[config.mk]
export PLATFORM = sky130hd
export DESIGN_NAME = shader_dispatch_scheduler
export DESIGN_NICKNAME = d
export VERILOG_FILES = /design/src/rtl/shader_dispatch_scheduler.sv
export SDC_FILE = /design/constraint.sdc
export NUM_CORES = 1
export LEC_CHECK = 0
export BUFFER_PORTS_ARGS = -buffer_cell sky130_fd_sc_hd__buf_2
export CAP_MARGIN = 20
export CORE_MARGIN = 8
export CORE_UTILIZATION = 30
export DETAILED_ROUTE_END_ITERATION = 8
export SLEW_MARGIN = 0
export SYNTH_ARGS = -nofsm -noshare
export SYNTH_HDL_FRONTEND = slang
export SYNTH_SLANG_ARGS = --single-unit
export TNS_END_PERCENT = 5
[constraint.sdc]
create_clock -name clock -period 3.1 [get_ports clock]
set_input_delay 0.465 -clock clock [delete_from_list [all_inputs] [get_ports clock]]
set_output_delay 0.465 -clock clock [all_outputs]
set_load 0.02 [all_outputs]
[src/rtl/shader_dispatch_scheduler.sv]
// shader_dispatch_scheduler
// Hands the items of a job out to an array of shader cores. Each launch holds
// the chosen core in reset, writes the item index into its data RAM, then
// releases and runs it. Items retire as cores halt. Any exception on a running
// core aborts the whole job.
//
// Handshake: there is no valid/ready pair on this block. start is a level
// sampled on the clock edge and is accepted only while busy=0, in IDLE, DONE
// or ERROR. enable_write_data_ram is a one-cycle, one-hot write strobe that is
// qualified by rw_address/write_data in the same cycle. core_halted and
// core_exception are level inputs sampled every cycle.
module shader_dispatch_scheduler #(
  parameter int                       NUM_CORES     = 4,
  parameter int                       ADDRESS_WIDTH = 16,
  parameter int                       WORD_WIDTH    = 32,
  parameter logic [ADDRESS_WIDTH-1:0] ITEM_ADDR     = '0,
  localparam int                      CW            = (NUM_CORES > 1) ? $clog2(NUM_CORES) : 1
) (
  input  logic                     clock,
  input  logic                     reset_n,
  input  logic                     start,
  input  logic [15:0]              item_count,
  input  logic [NUM_CORES-1:0]     core_halted,
  input  logic [NUM_CORES-1:0]     core_exception,
  output logic [NUM_CORES-1:0]     core_reset_n,
  output logic [NUM_CORES-1:0]     core_run,
  output logic [NUM_CORES-1:0]     enable_write_data_ram,
  output logic [ADDRESS_WIDTH-1:0] rw_address,
  output logic [WORD_WIDTH-1:0]    write_data,
  output logic                     busy,
  output logic                     done,
  output logic                     error,
  output logic [CW-1:0]            error_core,
  output logic [15:0]              items_completed,
  output logic [2:0]               dbg_state
);

  typedef enum logic [2:0] {
    S_IDLE    = 3'd0,
    S_SCAN    = 3'd1,
    S_WRITE   = 3'd2,
    S_RELEASE = 3'd3,
    S_DONE    = 3'd4,
    S_ERROR   = 3'd5
  } state_t;

  state_t                   state_q, state_d;
  logic [15:0]              count_q, count_d;
  logic [15:0]              next_item_q, next_item_d;
  logic [15:0]              items_completed_q, items_completed_d;
  logic [CW-1:0]            rr_q, rr_d;
  logic [CW-1:0]            sel_q, sel_d;
  logic [NUM_CORES-1:0]     core_busy_q, core_busy_d;
  logic [NUM_CORES-1:0]     run_old_q, run_old_d;
  logic [NUM_CORES-1:0]     core_run_q, core_run_d;
  logic [NUM_CORES-1:0]     core_reset_n_q, core_reset_n_d;
  logic [NUM_CORES-1:0]     wr_en_q, wr_en_d;
  logic [ADDRESS_WIDTH-1:0] rw_address_q, rw_address_d;
  logic [WORD_WIDTH-1:0]    write_data_q, write_data_d;
  logic                     busy_q, busy_d;
  logic                     done_q, done_d;
  logic                     done_pend_q, done_pend_d;
  logic                     error_q, error_d;
  logic [CW-1:0]            error_core_q, error_core_d;

  logic [NUM_CORES-1:0]     free_vec;
  logic [NUM_CORES-1:0]     retire_vec;
  logic [NUM_CORES-1:0]     exc_vec;
  logic [15:0]              retire_cnt;
  logic [CW-1:0]            exc_idx;
  logic                     abort;
  logic [CW-1:0]            pick_idx;
  logic                     pick_found;
  logic [CW-1:0]            pick_low;
  logic [CW-1:0]            pick_high;
  logic                     pick_high_found;

  // Per-core status: who is free, who is retiring, who raised an exception.
  // run_old marks a core whose run has been high for a full cycle, so a stale
  // halted level coming out of reset is ignored for the first cycle.
  always_comb begin
    free_vec   = ~core_busy_q;
    retire_vec = core_busy_q & run_old_q & core_halted;
    exc_vec    = core_busy_q & core_exception;
    abort      = |exc_vec;
    retire_cnt = '0;
    exc_idx    = '0;
    for (int c = 0; c < NUM_CORES; c++) begin
      retire_cnt = retire_cnt + {15'd0, retire_vec[c]};
    end
    for (int c = NUM_CORES - 1; c >= 0; c--) begin
      if (exc_vec[c]) exc_idx = CW'(c);
    end
  end

  // Round-robin pick: first free core at or after rr, else the lowest free one.
  always_comb begin
    pick_low        = '0;
    pick_high       = '0;
    pick_found      = 1'b0;
    pick_high_found = 1'b0;
    for (int c = NUM_CORES - 1; c >= 0; c--) begin
      if (free_vec[c]) begin
        pick_low   = CW'(c);
        pick_found = 1'b1;
        if (CW'(c) >= rr_q) begin
          pick_high       = CW'(c);
          pick_high_found = 1'b1;
        end
      end
    end
    pick_idx = pick_high_found ? pick_high : pick_low;
  end

  // Next-state and output logic: retire bookkeeping first, then the FSM, then
  // the abort path, which overrides everything else.
  always_comb begin
    state_d           = state_q;
    count_d           = count_q;
    next_item_d       = next_item_q;
    items_completed_d = items_completed_q + retire_cnt;
    rr_d              = rr_q;
    sel_d             = sel_q;
    core_busy_d       = core_busy_q & ~retire_vec;
    run_old_d         = core_run_q & ~retire_vec;
    core_run_d        = core_run_q & ~retire_vec;
    core_reset_n_d    = core_reset_n_q & ~retire_vec;
    wr_en_d           = '0;
    rw_address_d      = rw_address_q;
    write_data_d      = write_data_q;
    busy_d            = busy_q;
    done_d            = 1'b0;
    done_pend_d       = done_pend_q;
    error_d           = error_q;
    error_core_d      = error_core_q;

    case (state_q)
      S_IDLE, S_DONE, S_ERROR: begin
        if (done_pend_q) begin
          // Zero-item job: report completion one cycle after entering DONE.
          done_d      = 1'b1;
          done_pend_d = 1'b0;
          busy_d      = 1'b0;
        end else if (start && !busy_q) begin
          count_d           = item_count;
          next_item_d       = '0;
          items_completed_d = '0;
          error_d           = 1'b0;
          busy_d            = 1'b1;
          if (item_count == 16'd0) begin
            state_d     = S_DONE;
            done_pend_d = 1'b1;
          end else begin
            state_d = S_SCAN;
          end
        end
      end
      S_SCAN: begin
        if (next_item_q < count_q && pick_found) begin
          sel_d              = pick_idx;
          wr_en_d[pick_idx]  = 1'b1;
          rw_address_d       = ITEM_ADDR;
          write_data_d       = WORD_WIDTH'(next_item_q);
          state_d            = S_WRITE;
        end else if (items_completed_q == count_q) begin
          done_d  = 1'b1;
          busy_d  = 1'b0;
          state_d = S_DONE;
        end
      end
      S_WRITE: begin
        state_d = S_RELEASE;
      end
      S_RELEASE: begin
        core_reset_n_d[sel_q] = 1'b1;
        core_run_d[sel_q]     = 1'b1;
        core_busy_d[sel_q]    = 1'b1;
        next_item_d           = next_item_q + 16'd1;
        rr_d                  = (sel_q == CW'(NUM_CORES - 1)) ? '0 : sel_q + CW'(1);
        state_d               = S_SCAN;
      end
      default: begin
        state_d = S_IDLE;
      end
    endcase

    if (abort) begin
      state_d           = S_ERROR;
      error_d           = 1'b1;
      error_core_d      = exc_idx;
      core_run_d        = '0;
      core_reset_n_d    = '0;
      core_busy_d       = '0;
      run_old_d         = '0;
      wr_en_d           = '0;
      busy_d            = 1'b0;
      done_d            = 1'b0;
      done_pend_d       = 1'b0;
      items_completed_d = items_completed_q;
    end
  end

  // State and output registers with synchronous active-low reset.
  always_ff @(posedge clock) begin
    if (!reset_n) begin
      state_q           <= S_IDLE;
      count_q           <= '0;
      next_item_q       <= '0;
      items_completed_q <= '0;
      rr_q              <= '0;
      sel_q             <= '0;
      core_busy_q       <= '0;
      run_old_q         <= '0;
      core_run_q        <= '0;
      core_reset_n_q    <= '0;
      wr_en_q           <= '0;
      rw_address_q      <= '0;
      write_data_q      <= '0;
      busy_q            <= 1'b0;
      done_q            <= 1'b0;
      done_pend_q       <= 1'b0;
      error_q           <= 1'b0;
      error_core_q      <= '0;
    end else begin
      state_q           <= state_d;
      count_q           <= count_d;
      next_item_q       <= next_item_d;
      items_completed_q <= items_completed_d;
      rr_q              <= rr_d;
      sel_q             <= sel_d;
      core_busy_q       <= core_busy_d;
      run_old_q         <= run_old_d;
      core_run_q        <= core_run_d;
      core_reset_n_q    <= core_reset_n_d;
      wr_en_q           <= wr_en_d;
      rw_address_q      <= rw_address_d;
      write_data_q      <= write_data_d;
      busy_q            <= busy_d;
      done_q            <= done_d;
      done_pend_q       <= done_pend_d;
      error_q           <= error_d;
      error_core_q      <= error_core_d;
    end
  end

  assign core_reset_n          = core_reset_n_q;
  assign core_run              = core_run_q;
  assign enable_write_data_ram = wr_en_q;
  assign rw_address            = rw_address_q;
  assign write_data            = write_data_q;
  assign busy                  = busy_q;
  assign done                  = done_q;
  assign error                 = error_q;
  assign error_core            = error_core_q;
  assign items_completed       = items_completed_q;
  assign dbg_state             = state_q;

endmodule

==> out/results.ini, run 1 <==
[outcome]
status=complete, no violations

[clock_tree]
cts_made_buffers=9
cts_tree=built
cts_max_level=3
cts_root_buf=clkbuf_16
cts-resized-gates=0
clk_pin_slew_ps=60
cts_setup_buffers=0
clock_path_buffers=2
clk_latency_ps=350
ctsHoldBuffers=0
cts_num_sinks=97

[power]
peakVddDrop_uv=360.4
p_total_mw=3.314
leakage_nw=2.250
p_per_area_nw_per_um2=579.1

[die]
die_w_um=144.6
num_rows=47
num_io_pins=111
die_y_um=144.6
die_area_sq_um=20900
core_sq_um=16350
initial_core_util_pct=30.33

[synth]
avgSynthCellArea_sq_um=8.334
synth_seq_cells=97
synth_cells=595
ys.flop_type=dfxtp_1
ys_types=53
async_reset_ff_share_pct=0
synth_area_sq_um=4959
yosysSeqAreaShare_pct=39.16
synth_edf_count=0
ys_warn_count=0

[critical_path]
start_kind=register
r2r_end=items_completed[14]
cp_slowest_cell=fa_1
reg2reg_from=core_busy_q[0]
ff2ff_path_depth=9
crit_path_end_kind=register
worstPathBufferInverterCount=1
worstPathMaxFanout=8
slowest_delay_ps=520
reg2reg_slack_ps=370
worst-setup-path-type=reg2reg
crit_chain=nand3_1 -> fa_1 -> fa_1 -> inv_1 -> fa_1 -> nand4_1 -> nor3_1 -> xnor2_1 -> nor2_1
critPathTopFamily=adder cells
cpMostUsedCell=fa_1
arrival_ps=2970
critical_path_required_ps=3340

[cells_and_area]
multi_input_area_sq_um=2649
fill_cells=1774
area_growth_syn_to_layout_pct=15.42
nNetsFinal=718
instances_no_fill=891
post_route_cells_drive_above_1_share_pct=16.69
diodes=0
area.sequential_sq_um=1942

[grt]
grt_pass1_vias=3957
grt_max_degree=37
overflow=0
track_usage_pct=12.77
antenna_found_initial=0
grt_pass1_wl_um=20890

[timing]
hold_viol_final=0
drv_slew=0
rsz0062_at_grt=no
final.setup_skew_ps=6.170
fin_ws_ps=366.0
relSlewSlack_pct=49.94
tightest_slew_ps=744.0
finalCritPeriodShare_pct=88.19
setup_viol=0
fin_hold_ws_ps=333.8
setup_tns_ps=0
max_clock_freq_mhz=365.8
post-route-min-period_ps=2734

[hold_path]
hold_path_class=in2reg
whs_endpoint=error_core[1]
hold_depth=2
holdCritStartpoint=core_exception[1]

[job]
max-cap-violations=0

[detailed_routing]
first_pass_iters=4
drc=0
wl_per_cell_um=14.43
vias_per_cell=4.622
antenna_left=0
drt-total-wl_um=12860
drtIter0Drc=250
vias=4118

[placement]
dp.cells=876
hpwlAfterDp_um=9924
port_buffers=78
place_worst_setup_slack_ps=257.4
place_congestion=0.7845

-- how the worst max path moves through the flow --
stage	startpoint	endpoint	slack (ps)	depth (start not counted)
after floorplan	core_halted[0]	items_completed[12]	600	9
after global placement	core_halted[0]	items_completed[12]	290	10
after detailed placement	core_halted[0]	items_completed[14]	260	10
after CTS	core_busy_q[0]	items_completed[14]	360	9
after global routing	core_busy_q[0]	items_completed[14]	120	9
final	core_busy_q[0]	items_completed[14]	370	9
-- per-stage QoR --
stage	cell area (sq um)	util (%)
floorplan	5075	-
CTS	5723	35.01
detailed placement	5440	33.28
global placement	5440	33.28
global route	5723	35.01
finish	5723	35.01
-- power by group --
part           leakage [nW]  total [mW]  internal (mW)  switching (mW)
Clock                 0.138        1.06          0.604           0.458
Sequential            0.784        1.41           1.33          0.0863
Combinational          1.33       0.840          0.294           0.546
Total                  2.25        3.31           2.22            1.09
-- state kept, by name, summed over array words and instances, names as in the netlist, 3 cells and up --
name                   flops
write_data                16
run_old_q                  4
core_busy_q                4
dbg_state                  3
count_q                   16
core_reset_n               4
core_run                   4
items_completed           16
next_item_q               16
enable_write_data_ram      4
-- cell usage in the layout (no fill, tap or decap), drive strengths merged, types with 12 or more instances in the layout --
| cell type | n |
|---|---|
| a21oi | 52 |
| buf | 88 |
| clkbuf | 13 |
| conb | 32 |
| dfxtp | 97 |
| ha | 21 |
| inv | 29 |
| mux2i | 18 |
| nand2 | 111 |
| nand3 | 19 |
| nand4 | 12 |
| nor2 | 32 |
| o21ai | 20 |
| xnor2 | 25 |
-- synth_stat cells (2+ instances only) --
cell type	count	area [sq um]
nand4_1	11	68.82
buf_1	2	7.510
nand2_1	111	416.7
nor4_2	2	25.02
o211ai_1	3	22.52
and4_1	5	43.79
a21oi_1	52	260.3
a31oi_1	2	12.51
o21ai_0	19	95.09
buf_6	2	22.52
nor3_1	9	45.04
o2111ai_1	6	52.55
o22ai_1	2	12.51
nor2_1	32	120.1
a211oi_1	3	22.52
ha_1	21	262.8
and3_1	6	37.54
and2_1	3	18.77
a21boi_0	3	22.52
xnor2_1	25	219.0
nand3_1	19	95.09
mux2i_1	18	180.2
xor2_1	11	96.34
buf_4	36	270.3
or3_1	9	56.30
buf_2	5	25.02
nand2b_1	5	31.28
nor4_1	7	43.79
nor2b_1	3	18.77
a221oi_1	2	17.52
dfxtp_1	97	1942
clkbuf_1	12	45.04
inv_1	29	108.9
nor4b_1	2	17.52
fa_1	3	60.06
-- layer usage --
layer / GRT usage [%] / share of wire, %
met1: 15.97 / 46
met2: 20.72 / 46
met3: 4.094 / 6.6
met4: 3.341 / 1.1
met5: 0 / 0
-- logic make-up after synthesis --
group / count (synthesis) / synth area share (%)
XOR/XNOR: 36 / 6.359
AND/OR/NAND/NOR: 229 / 21.88
multiplexers: 19 / 3.861
flip-flops: 97 / 39.16
other: 1 / 0.07563
AO/OA/AOI/OAI: 102 / 12.39
adder cells (fa/ha/maj): 24 / 6.510
buffers and inverters: 87 / 9.765
-- worst register-to-register path, stage by stage (launching register included) --
cell,delay (ps)
dfxtp_1,420
nand3_1,190
fa_1,520
fa_1,450
inv_1,80
fa_1,210
nand4_1,250
nor3_1,290
xnor2_1,160
nor2_1,60
-- final cells by class --
class	count	area share (%)
clock buffers	13	4.722
clock inverters	2	0.2186
inverters	29	1.902
multi-input cells	442	46.28
flip-flops and latches	97	33.93
well taps	220	4.810
repair buffers	88	8.133
Note: power is estimated with default switching activity, not from simulation.
==> run 2: changes to the inputs <==
Settings changed: ABC_AREA from default to 1, CORE_ASPECT_RATIO from default to 0.8, MAX_ROUTING_LAYER from default to met4.
==> run 2 against run 1 <==
Against the previous run:
- sequential power grew 16%
- via count is 0.12% lower
- largest power group unchanged
- final area shrank 1.2%
- worst hold slack improved by 91 ps
- sequential cell count did not move
- global-route usage up 0.23 points
- critical path depth increased by 3
- critical path type unchanged
==> out/results.ini, run 2 <==
[detailed_routing]
vias=4113  ; -0.12%
wl_per_cell_um=13.97  ; -3.2%
drtIter0Drc=227  ; -9.2%
first_pass_iters=5  ; +1
drt-total-wl_um=12870  ; about the same
vias_per_cell=4.466  ; -3.4%
antenna_left=0  ; unchanged
drc=0  ; unchanged

[critical_path]
r2r_end=items_completed[14]
crit_path_end_kind=register
critical_path_required_ps=3340  ; about the same
arrival_ps=3000  ; +30 ps
ff2ff_path_depth=12  ; +3
start_kind=register
reg2reg_slack_ps=340  ; -20 ps
worst-setup-path-type=reg2reg
worstPathMaxFanout=6  ; -2
reg2reg_from=core_busy_q[2]

[synth]
yosysSeqAreaShare_pct=39.77  ; +0.61 points
synth_cells=625  ; +5.0%
ys_types=45  ; -15%
synth_commonest_cells=dfxtp_1 (97), nand2_1 (87), a21oi_1 (81)
yosys.cell_count.top_type=dfxtp_1
avgSynthCellArea_sq_um=7.811  ; -6.3%
ys_warn_count=0  ; unchanged
synth_top_area_cell=dfxtp_1
ys.flop_type=dfxtp_1
synth_edf_count=0  ; unchanged
async_reset_ff_share_pct=0  ; unchanged
synth_top_area_share_pct=39.77  ; +0.61 points
synth_area_sq_um=4882  ; -1.5%
synth_seq_cells=97  ; unchanged
netlist_top_cells_area=dfxtp_1 (40%), a21oi_1 (8.3%), nand2_1 (6.7%), o21ai_0 (5.4%), ha_1 (5.4%)

[placement]
port_buffers=78  ; unchanged
place_area_sq_um=5373  ; -1.2%
hpwlAfterDp_um=10190  ; +2.7%
place_worst_setup_slack_ps=237.6  ; -19.82 ps
place_congestion=0.8533  ; +8.8%
dp.cells=907  ; +3.5%

[timing]
rsz0062_at_grt=no
setup_tns_ps=0  ; unchanged
setup_viol=0  ; unchanged
post-route-min-period_ps=2756  ; +21.53 ps
fin_hold_ws_ps=424.8  ; +90.94 ps
max_clock_freq_mhz=362.9  ; -0.78%
fin_ws_ps=344.5  ; -21.53 ps
final.setup_skew_ps=11.02  ; +4.848 ps
drv_slew=0  ; unchanged
hold_viol_final=0  ; unchanged
finalCritPeriodShare_pct=88.89  ; +0.69 points

[cells_and_area]
finalInstanceArea_sq_um=5655  ; -1.2%
most-common-layout-cells=dfxtp_1 (97), nand2_1 (87), a21oi_1 (81), buf_2 (78), inv_1 (65)
utilization_pct=35.68  ; +0.67 points
area_growth_syn_to_layout_pct=15.84
final_common_cell=dfxtp_1
post_route_cells_drive_above_1_share_pct=18.70  ; +2.0 points
diodes=0  ; unchanged
instances_no_fill=921  ; +3.4%
nNetsFinal=754  ; +5.0%
fill_cells=1713  ; -3.4%

[hold_path]
holdCritStartpoint=item_count[12]
whs_endpoint=count_q[12]
hold_depth=3  ; +1
hold_path_class=in2reg

[die]
die_area_sq_um=20640  ; -1.2%
die_y_um=130.1  ; -10%
num_rows=41  ; -13%
initial_core_util_pct=30.80  ; +0.47 points
die_w_um=158.6  ; +9.7%
num_io_pins=111  ; unchanged
core_sq_um=15850  ; -3.0%

[clock_tree]
cts_setup_buffers=0  ; unchanged
cts_tree=built
cts_num_sinks=97  ; unchanged
clock_path_buffers=2  ; unchanged
cts_max_level=3  ; unchanged
cts_made_buffers=9  ; unchanged
clk_latency_ps=340  ; about the same
clk_pin_slew_ps=70  ; about the same
ctsHoldBuffers=0  ; unchanged
cts-resized-gates=0  ; unchanged
cts_root_buf=clkbuf_16

[grt]
overflow=0  ; unchanged
antenna_found_initial=0  ; unchanged
grt_max_degree=41  ; +11%
track_usage_pct=13.00  ; +0.23 points
grt_pass1_vias=3927  ; -0.76%
grt_pass1_wl_um=20510  ; -1.8%

[power]
p_total_mw=4.148  ; +25%
leakage_nw=2.405  ; +6.9%
p_per_area_nw_per_um2=733.4  ; +27%
peakVddDrop_uv=385.8  ; +7.0%

[job]
max-cap-violations=0  ; unchanged

[outcome]
status=complete, no violations

## run 2: metal layers
layer	vias to the layer above	part of all wire [%]	global-route usage (%)
met3	7	5.6	3.536
met1	1861	51	17.84
met5	-	0	-
met2	86	43	18.73
met4	0	0.69	2.656
li1	2159	-	-
## run 2: how the worst max path moves through the flow
stage / from / endpoint
5_1_grt: core_busy_q[0] / items_completed[14]
4_1_cts: core_busy_q[2] / items_completed[8]
6_report: core_busy_q[2] / items_completed[14]
3_5_place_dp: core_halted[2] / items_completed[8]
2_1_floorplan: core_halted[0] / items_completed[14]
3_3_place_gp: core_halted[0] / items_completed[8]
## run 2: logic make-up after synthesis
kind of cell,Yosys count,synth area share (%)
AND/OR/NAND/NOR,224,23.14
AO/OA/AOI/OAI,145,15.63
buffers and inverters,119,12.07
flip-flops,97,39.77
adder cells (fa/ha/maj),24,6.612
XOR/XNOR,15,2.691
other,1,0.07681
## run 2: layout make-up
cell class / count / area, sq um / share of cell area, %
sequential: 97 / 1942 / 34.34
multi-input combinational: 440 / 2467 / 43.63
clock inverter: 4 / 53.80 / 0.9513
timing repair buffer: 82 / 420.4 / 7.434
inverter: 73 / 274.0 / 4.845
clock buffer: 10 / 229.0 / 4.049
tap: 215 / 269.0 / 4.757
## run 2: worst max-delay path: stages, from the launching register on
cell,delay (ps)
dfxtp_1,420
nand3_1,230
fa_1,520
fa_1,420
inv_1,100
fa_1,220
nand4_1,160
nor3_4,200
nand2_1,110
nand2_1,90
o21ai_0,80
o21ai_1,80
inv_1,40
## run 2: power breakdown
part	switching (mW)	leakage [nW]	internal, mW
logic	0.969	1.49	0.453
clock network	0.477	0.131	0.620
registers	0.154	0.788	1.48
